[src/rtl/axi4_rd_arbiter.sv]
// ---------------------------------------------------------------------------
// axi4_rd_arbiter
//   Round-robin arbiter that shares one AXI4 read slave among NUM_MST read
//   masters. One master is granted, its AR is forwarded once (registered),
//   then the R burst is routed back to it until the last beat, after which
//   the arbiter re-arbitrates. Only one read is outstanding at a time.
//
// Optional feature (compile-time macro ARB_LAST_CHECK_EN):
//   defined   : a beat counter generates the master-side RLAST from the
//               captured ARLEN, the burst ends on that generated last, and
//               o_err pulses for one cycle when the slave RLAST disagrees
//               with it at a beat.
//   undefined : RLAST is passed through from the slave, the burst ends on
//               the slave RLAST, and o_err is tied low.
//
// Ports
//   i_aclk, i_areset                 clock, asynchronous active-high reset
//   i_m_ar* / o_m_arready            per-master AR channels (packed per master)
//   o_m_rid/rdata/rresp/rlast        R payload broadcast to all masters
//   o_m_rvalid / i_m_rready          per-master R handshake
//   o_s_ar* / i_s_arready            registered AR towards the slave
//   i_s_r* / o_s_rready              R channel from the slave
//   o_grant                          one-hot current owner, 0 when idle
//   o_err                            protocol error pulse
// ---------------------------------------------------------------------------
module axi4_rd_arbiter #(
   parameter int NUM_MST = 2,
   parameter int ID_W    = 4,
   parameter int ADDR_W  = 8,
   parameter int DATA_W  = 64,
   parameter int LEN_W   = 8
) (
   input  logic                      i_aclk,
   input  logic                      i_areset,
   input  logic [NUM_MST*ID_W-1:0]   i_m_arid,
   input  logic [NUM_MST*ADDR_W-1:0] i_m_araddr,
   input  logic [NUM_MST*LEN_W-1:0]  i_m_arlen,
   input  logic [NUM_MST*3-1:0]      i_m_arsize,
   input  logic [NUM_MST*2-1:0]      i_m_arburst,
   input  logic [NUM_MST-1:0]        i_m_arvalid,
   output logic [NUM_MST-1:0]        o_m_arready,
   output logic [ID_W-1:0]           o_m_rid,
   output logic [DATA_W-1:0]         o_m_rdata,
   output logic [1:0]                o_m_rresp,
   output logic                      o_m_rlast,
   output logic [NUM_MST-1:0]        o_m_rvalid,
   input  logic [NUM_MST-1:0]        i_m_rready,
   output logic [ID_W-1:0]           o_s_arid,
   output logic [ADDR_W-1:0]         o_s_araddr,
   output logic [LEN_W-1:0]          o_s_arlen,
   output logic [2:0]                o_s_arsize,
   output logic [1:0]                o_s_arburst,
   output logic                      o_s_arvalid,
   input  logic                      i_s_arready,
   input  logic [ID_W-1:0]           i_s_rid,
   input  logic [DATA_W-1:0]         i_s_rdata,
   input  logic [1:0]                i_s_rresp,
   input  logic                      i_s_rlast,
   input  logic                      i_s_rvalid,
   output logic                      o_s_rready,
   output logic [NUM_MST-1:0]        o_grant,
   output logic                      o_err
);

   localparam int IDX_W = (NUM_MST > 1) ? $clog2(NUM_MST) : 1;

   typedef enum logic [1:0] {
      S_IDLE = 2'b00,
      S_ADDR = 2'b01,
      S_DATA = 2'b10
   } state_t;

   state_t              state_r;
   logic [IDX_W-1:0]    ptr_r;
   logic [IDX_W-1:0]    gidx_r;
   logic [NUM_MST-1:0]  grant_r;
   logic [ID_W-1:0]     s_arid_r;
   logic [ADDR_W-1:0]   s_araddr_r;
   logic [LEN_W-1:0]    s_arlen_r;
   logic [2:0]          s_arsize_r;
   logic [1:0]          s_arburst_r;
   logic                s_arvalid_r;

   logic                req_any_s;
   logic [IDX_W-1:0]    pick_s;
   logic                beat_s;
   logic                last_s;

`ifdef ARB_LAST_CHECK_EN
   logic [LEN_W-1:0]    cnt_r;
   logic                err_r;
   logic                gen_last_s;
`endif

   // First requesting master at or after the pointer, searching cyclically.
   function automatic logic [IDX_W-1:0] rr_pick(input logic [NUM_MST-1:0] req,
                                                input logic [IDX_W-1:0]   ptr);
      logic [IDX_W-1:0] sel;
      logic             found;
      int               idx;
      sel   = {IDX_W{1'b0}};
      found = 1'b0;
      for (int i = 0; i < NUM_MST; i++) begin
         idx = (int'(ptr) + i) % NUM_MST;
         if (!found && req[idx]) begin
            sel   = IDX_W'(idx);
            found = 1'b1;
         end
      end
      return sel;
   endfunction

   assign req_any_s   = |i_m_arvalid;
   assign pick_s      = rr_pick(i_m_arvalid, ptr_r);

   assign o_s_arid    = s_arid_r;
   assign o_s_araddr  = s_araddr_r;
   assign o_s_arlen   = s_arlen_r;
   assign o_s_arsize  = s_arsize_r;
   assign o_s_arburst = s_arburst_r;
   assign o_s_arvalid = s_arvalid_r;
   assign o_grant     = grant_r;

`ifdef ARB_LAST_CHECK_EN
   assign gen_last_s  = (cnt_r == s_arlen_r);
   assign o_err       = err_r;
`else
   assign o_err       = 1'b0;
`endif

   // Handshake steering: AR accept in idle, zero-latency R passthrough in data.
   always_comb begin
      o_m_arready = {NUM_MST{1'b0}};
      o_m_rvalid  = {NUM_MST{1'b0}};
      o_s_rready  = 1'b0;
      o_m_rid     = {ID_W{1'b0}};
      o_m_rdata   = {DATA_W{1'b0}};
      o_m_rresp   = 2'b00;
      o_m_rlast   = 1'b0;
      beat_s      = 1'b0;
      last_s      = 1'b0;
      case (state_r)
         S_IDLE: begin
            if (req_any_s) begin
               o_m_arready[pick_s] = 1'b1;
            end else begin
               o_m_arready = {NUM_MST{1'b0}};
            end
         end
         S_DATA: begin
            o_m_rvalid[gidx_r] = i_s_rvalid;
            o_s_rready         = i_m_rready[gidx_r];
            o_m_rid            = i_s_rid;
            o_m_rdata          = i_s_rdata;
            o_m_rresp          = i_s_rresp;
            beat_s             = i_s_rvalid && i_m_rready[gidx_r];
`ifdef ARB_LAST_CHECK_EN
            o_m_rlast          = gen_last_s;
            last_s             = gen_last_s;
`else
            o_m_rlast          = i_s_rlast;
            last_s             = i_s_rlast;
`endif
         end
         default: begin
            o_s_rready = 1'b0;
         end
      endcase
   end

   // Arbitration FSM with registered grant, slave AR and error outputs.
   always_ff @(posedge i_aclk or posedge i_areset) begin
      if (i_areset) begin
         state_r     <= S_IDLE;
         ptr_r       <= {IDX_W{1'b0}};
         gidx_r      <= {IDX_W{1'b0}};
         grant_r     <= {NUM_MST{1'b0}};
         s_arid_r    <= {ID_W{1'b0}};
         s_araddr_r  <= {ADDR_W{1'b0}};
         s_arlen_r   <= {LEN_W{1'b0}};
         s_arsize_r  <= 3'b000;
         s_arburst_r <= 2'b00;
         s_arvalid_r <= 1'b0;
`ifdef ARB_LAST_CHECK_EN
         cnt_r       <= {LEN_W{1'b0}};
         err_r       <= 1'b0;
`endif
      end else begin
`ifdef ARB_LAST_CHECK_EN
         err_r <= 1'b0;
`endif
         case (state_r)
            S_IDLE: begin
               if (req_any_s) begin
                  s_arid_r    <= i_m_arid[pick_s*ID_W +: ID_W];
                  s_araddr_r  <= i_m_araddr[pick_s*ADDR_W +: ADDR_W];
                  s_arlen_r   <= i_m_arlen[pick_s*LEN_W +: LEN_W];
                  s_arsize_r  <= i_m_arsize[pick_s*3 +: 3];
                  s_arburst_r <= i_m_arburst[pick_s*2 +: 2];
                  s_arvalid_r <= 1'b1;
                  grant_r     <= {{(NUM_MST-1){1'b0}}, 1'b1} << pick_s;
                  gidx_r      <= pick_s;
`ifdef ARB_LAST_CHECK_EN
                  cnt_r       <= {LEN_W{1'b0}};
`endif
                  state_r     <= S_ADDR;
               end
            end
            S_ADDR: begin
               if (i_s_arready) begin
                  s_arvalid_r <= 1'b0;
                  state_r     <= S_DATA;
               end
            end
            S_DATA: begin
               if (beat_s) begin
`ifdef ARB_LAST_CHECK_EN
                  cnt_r <= cnt_r + {{(LEN_W-1){1'b0}}, 1'b1};
                  err_r <= (i_s_rlast != gen_last_s);
`endif
                  if (last_s) begin
                     state_r <= S_IDLE;
                     grant_r <= {NUM_MST{1'b0}};
                     ptr_r   <= (gidx_r == IDX_W'(NUM_MST-1)) ? {IDX_W{1'b0}}
                                                              : gidx_r + IDX_W'(1'b1);
                  end
               end
            end
            default: begin
               // Unused encoding: recover to a clean idle.
               state_r     <= S_IDLE;
               grant_r     <= {NUM_MST{1'b0}};
               s_arvalid_r <= 1'b0;
            end
         endcase
      end
   end

endmodule
[config.mk]
export PLATFORM = sky130hd
export DESIGN_NAME = axi4_rd_arbiter
export DESIGN_NICKNAME = d
export VERILOG_FILES = /design/src/rtl/axi4_rd_arbiter.sv
export SDC_FILE = /design/constraint.sdc
export NUM_CORES = 1
export LEC_CHECK = 0
export CAP_MARGIN = 25
export CORE_AREA = 2 2 90 92
export CTS_CLUSTER_DIAMETER = 150
export DETAILED_ROUTE_END_ITERATION = 6
export DIE_AREA = 0 0 92 94
export PLACE_DENSITY = 0.77
export SYNTH_ARGS = -nofsm -noshare
export SYNTH_HDL_FRONTEND = slang
export SYNTH_SLANG_ARGS = --single-unit
[constraint.sdc]
create_clock -name i_aclk -period 2.45 [get_ports i_aclk]
set_input_delay 0.245 -clock i_aclk [delete_from_list [all_inputs] [get_ports i_aclk]]
set_output_delay 0.245 -clock i_aclk [all_outputs]
set_load 0.02 [all_outputs]
### Yosys cells after proc, flatten, opt, wreduce, memory -nomap -nowiden

Index checks and enable logic that the tools add are counted.

| word-level totals | value |
|---|---|
| bits of input ports | 129 |
| register bits | 32 |
| output and inout port bits | 105 |

| cells by class | value |
|---|---|
| magnitude comparators | 6 |
| multiplexer cells | 34 |
| reductions and logical operators | 12 |
| multipliers | 1 |
| $add $sub $neg | 2 |
| shift-type cells | 6 |
| bitwise operators | 4 |
| equality and inequality tests | 6 |

Operators with widths:

| kind | number |
|---|---|
| 64-bit 2-to-1 mux | 1 |
| 16-bit by 5-bit variable part select with 8-bit output | 2 |
| 1-bit 2-to-1 mux | 18 |
| 2-bit 2-to-1 mux | 9 |
| 2-bit case mux with 3 select lines | 2 |
| 2-bit inequality test (second input constant) | 4 |
| 4-bit AND reduction | 2 |
| 8-bit by 4-bit variable part select with 4-bit output | 1 |
| 1-bit by 2-bit less-than comparator with 1-bit output (second input constant) | 3 |
| 3-bit AND reduction | 2 |
| 6-bit by 4-bit variable part select with 3-bit output | 1 |
| 1-bit logical AND | 4 |
| 4-bit 2-to-1 mux | 1 |
| 4-bit by 3-bit variable part select with 2-bit output | 1 |
| 2-bit by 3-bit less-than comparator with 1-bit output (second input constant) | 1 |
| 1-bit by 2-bit multiplier with 3-bit output (second input constant) | 1 |
| 1-bit case mux with 3 select lines | 1 |
| 1-bit adder (second input constant) | 2 |
| 2-bit bitwise AND | 1 |
| 1-bit demux with 1-bit select | 2 |
| 2-bit by 1-bit == test with 1-bit output (second input constant) | 1 |
| 2-bit == test (second input constant) | 1 |
| 1-bit >= comparator (second input constant) | 2 |
| 2-bit zero test | 1 |
| other kinds (6) | 7 |

### Logic depth before layout (Yosys ltp)

Gate-level depths: netlist of the first run.

| logic depth | value |
|---|---|
| depth in word-level cells | 13 |
| depth in mapped cells | 6 |
| gate-level depth less buffers | 4 |

### Worst setup path after synthesis of the first run

OpenSTA, ideal clock, no wires.

| timing | value |
|---|---|
| path type | reg2out |
| from | register state_r[0] |
| to | output port o_m_rdata[0] |
| cell stages (with the launch flop) | 6 |
| required time | 2.205 ns |
| buffers on the path | 3 |
| path slack | 0.949 ns |
| data arrival time | 1.256 ns |
| cell sequence | dfrtp_1 > buf_4 > nor2b_1 > buf_2 > clkbuf_1 > and2_1 |

| on the way | value |
|---|---|
| cells in the longest elaborated chain, start to end | 2 |

Ends and longest elaborated chain:

| what | line | RTL |
|---|---|---|
| start, declared | 73 | `state_t state_r;` |
| start signal, assigned | 174 | `state_r <= S_IDLE;` |
| start signal, assigned | 206 | `state_r <= S_ADDR;` |
| start signal, assigned | 212 | `state_r <= S_DATA;` |
| 2-bit == test | 142 | `case (state_r)` |
| 64-bit 2-to-1 mux | 142 |  |
| end, declared | 43 | `output logic [DATA_W-1:0] o_m_rdata,` |

No other way between the ends.

### Worst setup path in the final report of the first run

| timing | value |
|---|---|
| from | register state_r[0] |
| to | output port o_m_rdata[41] |

The elaborated chain is that of the path after synthesis.

==> results of run 1 <==
==> repair_timing <==
item / in CTS / in global routing
endpoints found under the setup margin: 0 / 72
hold endpoints to repair: 0 / 0
resized for setup: 0 / 2
hold buffers: 0 / 0
==> cell usage after synthesis, drive strengths merged <==
master | instances | area share
and2 | 71 | 0.21
dfrtp | 32 | 0.38
o21ai | 29 | 0.093
nand2 | 21 | 0.038
inv | 17 | 0.030
mux2i | 17 | 0.081
a32oi | 10 | 0.042
buf | 10 | 0.035
clkbuf | 9 | 0.016
nor2 | 5 | 0.013
a21oi | 2 | 0.0048
nand2b | 2 | 0.0060
nand3b | 2 | 0.0072
a21boi | 1 | 0.0036
and3 | 1 | 0.0036
conb | 1 | 0.0018
nand3 | 1 | 0.0048
nand4b | 1 | 0.0042
nor2b | 1 | 0.0030
o211ai | 1 | 0.0036
o21a | 1 | 0.0036
o311ai | 1 | 0.0042
o32ai | 1 | 0.0078
==> worst min path at each step <==
stage	startpoint	endpoint	slack, ns	cells past startpoint
2_1_floorplan	i_s_arready	state_r[0]	0.35	1
3_3_place_gp	o_s_arburst[0]	o_s_arburst[0]	0.46	2
3_5_place_dp	o_s_arburst[0]	o_s_arburst[0]	0.47	2
4_1_cts	i_areset	o_s_araddr[7]	0.37	3
5_1_grt	i_areset	o_s_araddr[7]	0.39	3
6_report	i_areset	o_s_arlen[0]	0.35	3
==> sequential cells by signal (all words and copies together) (netlist names) <==
signal	flops
o_s_arid	4
o_s_arsize	3
o_s_arburst	2
gidx_r	1
o_s_araddr	8
ptr_r	1
o_grant	2
o_s_arvalid	1
state_r	2
o_s_arlen	8
==> where the power goes <==
group	total (mW)	internal [mW]	leakage, nW	switching (mW)
sequential	0.984	0.785	0.392	0.199
clock	0.369	0.193	0.0410	0.177
combinational	2.74	1.36	1.49	1.38
==> kinds of logic after synthesis <==
family / Yosys count / share of synthesized area
DFF: 32 / 0.383
AOI/OAI and AO/OA: 46 / 0.162
other: 1 / 0.00179
buffers and inverters: 36 / 0.0813
muxes: 17 / 0.0813
and+or+nand+nor: 105 / 0.291
==> worst register-to-register path: cells and delay by family, from the launching register on <==
kind	cells	cell delay [ns]
AO/OA/AOI/OAI	3	0.43
buffers and inverters	1	0.27
flip-flops	1	0.53
AND/OR/NAND/NOR	1	0.39
==> layer usage <==
metal,up-vias,routed length (um),share of wire
met3,10,612,0.074
met2,119,4490,0.54
li1,1224,-,-
met5,-,0,0
met4,0,145,0.017
met1,1088,3050,0.37
==> per-stage QoR <==
stage          instance area [um^2]  worst slack [ns]  power, mW
2_1_floorplan                  2090             0.949       2.42
3_3_place_gp                   4500             0.206       3.70
3_5_place_dp                   4500             0.187       3.75
4_1_cts                        4570           0.00574       4.14
5_1_grt                        4580           0.00226       4.38
6_report                       4580             0.119       4.09
==> area by class of cell <==
cell class                      instances  area, um^2
Clock buffer                            6        72.6
Clock inverter                          1        5.00
Fill cell                             664        3030
Inverter                               17        63.8
Multi-Input combinational cell        169        1130
Sequential cell                        32         802
Tap cell                              102         128
Timing Repair Buffer                  239        2380
==> summary.txt, run 1 <==
Netlist cell types: 31
core box area: 7610 um^2
setup bufs post-CTS: 0
area grow syn2layout: 119%
Final nets: 593
largest net degree at the start of global routing: 45
busiest grt layer: met2
unrepaired setup endpoints after global routing: false
Seq/Total Area, Yosys: 0.383
most frequent cells in the layout: clkdlybuf4s50_1 (232), and2_1 (71), dfrtp_1 (31)
first-pass GRT wire length: 12.6 mm
maximum clock path buffer count: 2
remaining global-route overflow: 0
DP Cell Count: 559
Root Buffer: clkbuf_8
Reg2Reg Depth: 5
setup_tns: 0 ns
routed len/inst: 14.7 um
crit path time final: 2.33 ns
Critical Path RT: 2.20 ns
Crit path depth: 4
status: finished, final reports clean
Residual DRC: 0
final setup vio count: 0
antenna cells: 0
Die ar.: 8650 um^2
met3 Use GR: 0.0546
clk_skew: 0.00342 ns
Avg Cell Area, Syn: 8.83 um^2
commonest non-fill, non-tap cell in the layout: clkdlybuf4s50_1
Post-Route Utilization: 0.602
Post-Syn Nets: 366
wirelength, routed: 8.29 mm
HP Class: input port to async pin
Max Transition Viols Final: 0
slowest stage cell on the critical path: clkdlybuf4s50_1
Via density: 4.31
H-tree depth: 2
Initial Util: 0.275
Tcrit/Tclk final: 0.951
WP buf/inv: 2
Synth Instances: 237
Worst Hold Slack: 0.352 ns
mapped cell area: 2090 um^2
endpoints failing hold: 0
clock sink count: 32
met1 Use GR: 0.204
Starting DRT DRC Count: 82
Clock transition at path regs: 0.06 ns
max incr delay on CP: 0.61 ns
R2R Path End: o_s_arlen[6]
initial antenna violation count: 0
CP startpoint kind: register
met2 GRT Util: 0.348
number of global-route vias before repair: 2356
TritonRoute pass-1 iters: 4
gr usage total: 0.185
row cnt: 32
Die Y: 94 um
CTS tree: done
worst r2r src: state_r[0]
CP endpoint kind: primary output
Worst EP arrival: 2.09 ns
R2R setup slack: 0.71 ns
Synth Warn #: 0
Worst Setup EP: o_m_rdata[41]
Crit Path Category: register to primary output
pwr dens: 894 nW/um^2
FMAX: 0.429 GHz
Seq cells post-synth: 32
P_leak: 1.92 nW
DP HPWL: 6.89 mm
I/O pin cnt: 234
Critical path origin: state_r[0]
layout cells sized above 1: 0.0647
die extent in x: 92 um
CP delay by family, top: buffers and inverters
Worst VDD drop: 0.529 mV
CP Max Fanout: 31
global placer's final weighted congestion: 0.814
Non-Filler Instances: 566
TritonCTS buffer count: 5
Clock Latency Late Sink: 0.28 ns
via count: 2441
I/O Buffers: 232
max cap viols: 0
CP Cell Sequence: nor2b_4 -> buf_4 -> and2_1 -> clkdlybuf4s50_1
Routed Antenna Nets: 0
No activity file was read; power rests on OpenSTA's default activity.
==> run 2, diff against run 1 <==
Settings changed: SETUP_SLACK_MARGIN set to 0.5.
==> summary.txt, run 2 (same netlist as run 1, synthesis figures left out) <==
status: finished, final reports clean
clock sink count: 32 (unchanged)
I/O Buffers: 232 (unchanged)
commonest non-fill, non-tap cell in the layout: clkdlybuf4s50_1
Critical Path RT: 2.20 ns (about the same)
routed len/inst: 14.8 um (+1.1%)
global placer's final weighted congestion: 0.814 (unchanged)
TritonRoute pass-1 iters: 4 (unchanged)
endpoints failing hold: 0 (unchanged)
Post-DP Area: 4500 um^2 (unchanged)
I/O pin cnt: 234 (unchanged)
area grow syn2layout: 115%
FMAX: 0.517 GHz (+21%)
setup_tns: 0 ns (unchanged)
via count: 2491 (+2.0%)
Logic pwr share: 0.672 (+0.003)
most frequent cells in the layout: clkdlybuf4s50_1 (156), and2_1 (71), clkbuf_2 (36)
Routed Antenna Nets: 0 (unchanged)
antenna cells: 0 (unchanged)
final setup vio count: 0 (unchanged)
Tcrit/Tclk final: 0.789 (-0.162)
design area: 4500 um^2 (-1.6%)
Worst EP arrival: 1.69 ns (-0.40 ns)
largest net degree at the start of global routing: 45 (unchanged)
Clock Latency Late Sink: 0.28 ns (about the same)
clock share of power: 0.090 (about the same)
CP startpoint kind: register
DP HPWL: 6.89 mm (unchanged)
pwr dens: 912 nW/um^2 (+2.1%)
Final nets: 602 (+1.5%)
HP Class: input port to async pin
Post-CTS Hold Buffers: 0 (unchanged)
Root Buffer: clkbuf_8
Net Sw Frac: 0.442 (+0.0122)
CP Max Fanout: 8 (-74%)
Worst VDD drop: 0.546 mV (+3.3%)
internal power: 2.29 mW (-1.8%)
CP endpoint kind: primary output
Seq pwr share: 0.238 (-0.002)
die extent in x: 92 um (unchanged)
TritonCTS buffer count: 5 (unchanged)
initial antenna violation count: 0 (unchanged)
CTS tree: done
Die ar.: 8650 um^2 (unchanged)
Starting DRT DRC Count: 84 (+2.4%)
first-pass GRT wire length: 12.7 mm (+0.93%)
Die Y: 94 um (unchanged)
Initial Util: 0.275 (unchanged)
wirelength, routed: 8.52 mm (+2.7%)
Residual DRC: 0 (unchanged)
H-tree depth: 2 (unchanged)
core box area: 7610 um^2 (unchanged)
clk_skew: 0.00312 ns (-0.000299 ns)
max cap viols: 0 (unchanged)
Crit Path Category: register to primary output
layout cells sized above 1: 0.167 (+0.102)
Net Sw Power: 1.81 mW (+3.2%)
Clock transition at path regs: 0.06 ns (about the same)
Via density: 4.33 (+0.45%)
maximum clock path buffer count: 2 (unchanged)
Max Transition Viols Final: 0 (unchanged)
row cnt: 32 (unchanged)
P_leak: 2.08 nW (+8.4%)
Worst Hold Slack: 0.348 ns (-0.00416 ns)
Post-Route Utilization: 0.592 (-0.00987)
gr usage total: 0.187 (+0.00195)
unrepaired setup endpoints after global routing: true
remaining global-route overflow: 0 (unchanged)
crit path time final: 1.93 ns (-0.398 ns)
number of global-route vias before repair: 2371 (+0.64%)
## run 2: cell count changes in the layout (fill, tap and decap cells not counted), sizes merged
cell / previous run / this run
clkdlybuf4s50: 232 / 156
clkbuf: 6 / 42
clkdlybuf4s15: 0 / 31
buf: 7 / 16
dlygate4sd2: 0 / 9
## run 2: what timing repair did
action / 4_1_cts / 5_1_grt
resized for setup: 89 / 104
setup endpoints to repair: 76 / 73
pin swaps: 1 / 1
setup buffers: 2 / 7
## run 2: final timing paths
kind                                       end          start  depth (start not counted)  slack (ns)
worst max-delay path            o_m_arready[0]     state_r[0]                          5        0.52
worst min-delay path             o_s_araddr[4]       i_areset                          3        0.35
worst max register to register     o_s_arid[3]     state_r[0]                          7        0.65
worst min register to register   o_s_arsize[1]  o_s_arsize[1]                          2        0.48
max in group asynchronous           state_r[0]       i_areset                          3        1.80
min in group i_aclk              o_s_arsize[1]  o_s_arsize[1]                          2        0.48
## run 2: cell type report
class / count / area [um^2]
Clock buffer: 6 / 72.6
Clock inverter: 1 / 5.00
Fill cell: 692 / 3100
Inverter: 17 / 63.8
Multi-Input combinational cell: 169 / 1150
Sequential cell: 32 / 805
Tap cell: 102 / 128
Timing Repair Buffer: 248 / 2280
## run 2: power by group through the flow
stage | Combinational (mW) | Clock (mW) | Sequential [mW]
after floorplan | 1.23 | 0 | 1.19
after global placement | 2.72 | 0 | 0.980
after detailed placement | 2.77 | 0 | 0.983
after CTS | 2.65 | 0.379 | 0.986
after global routing | 2.96 | 0.417 | 1.02
final | 2.76 | 0.372 | 0.978
## run 2: stage by stage
stage | worst slack (ns) | cells | power (mW)
CTS | 0.495 | 568 | 4.01
global placement | 0.206 | 559 | 3.70
detailed placement | 0.187 | 559 | 3.75
floorplan | 0.949 | 237 | 2.42
finish | 0.517 | 575 | 4.11
global route | 0.457 | 575 | 4.40
## run 2: routing by layer
metal  track usage  vias to the layer above  share of wire
li1              -                     1244              -
met1         0.208                     1104           0.36
met2         0.350                      128           0.54
met3        0.0554                       15          0.077
met4        0.0460                        0          0.023
met5             0                        -              0
## run 2: critical path: stages (launching register included)
cell and delay, ns:
dfrtp_2 0.48, o211ai_1 0.37, o32ai_4 0.16, nand3_2 0.11, inv_1 0.04, clkdlybuf4s15_2 0.25
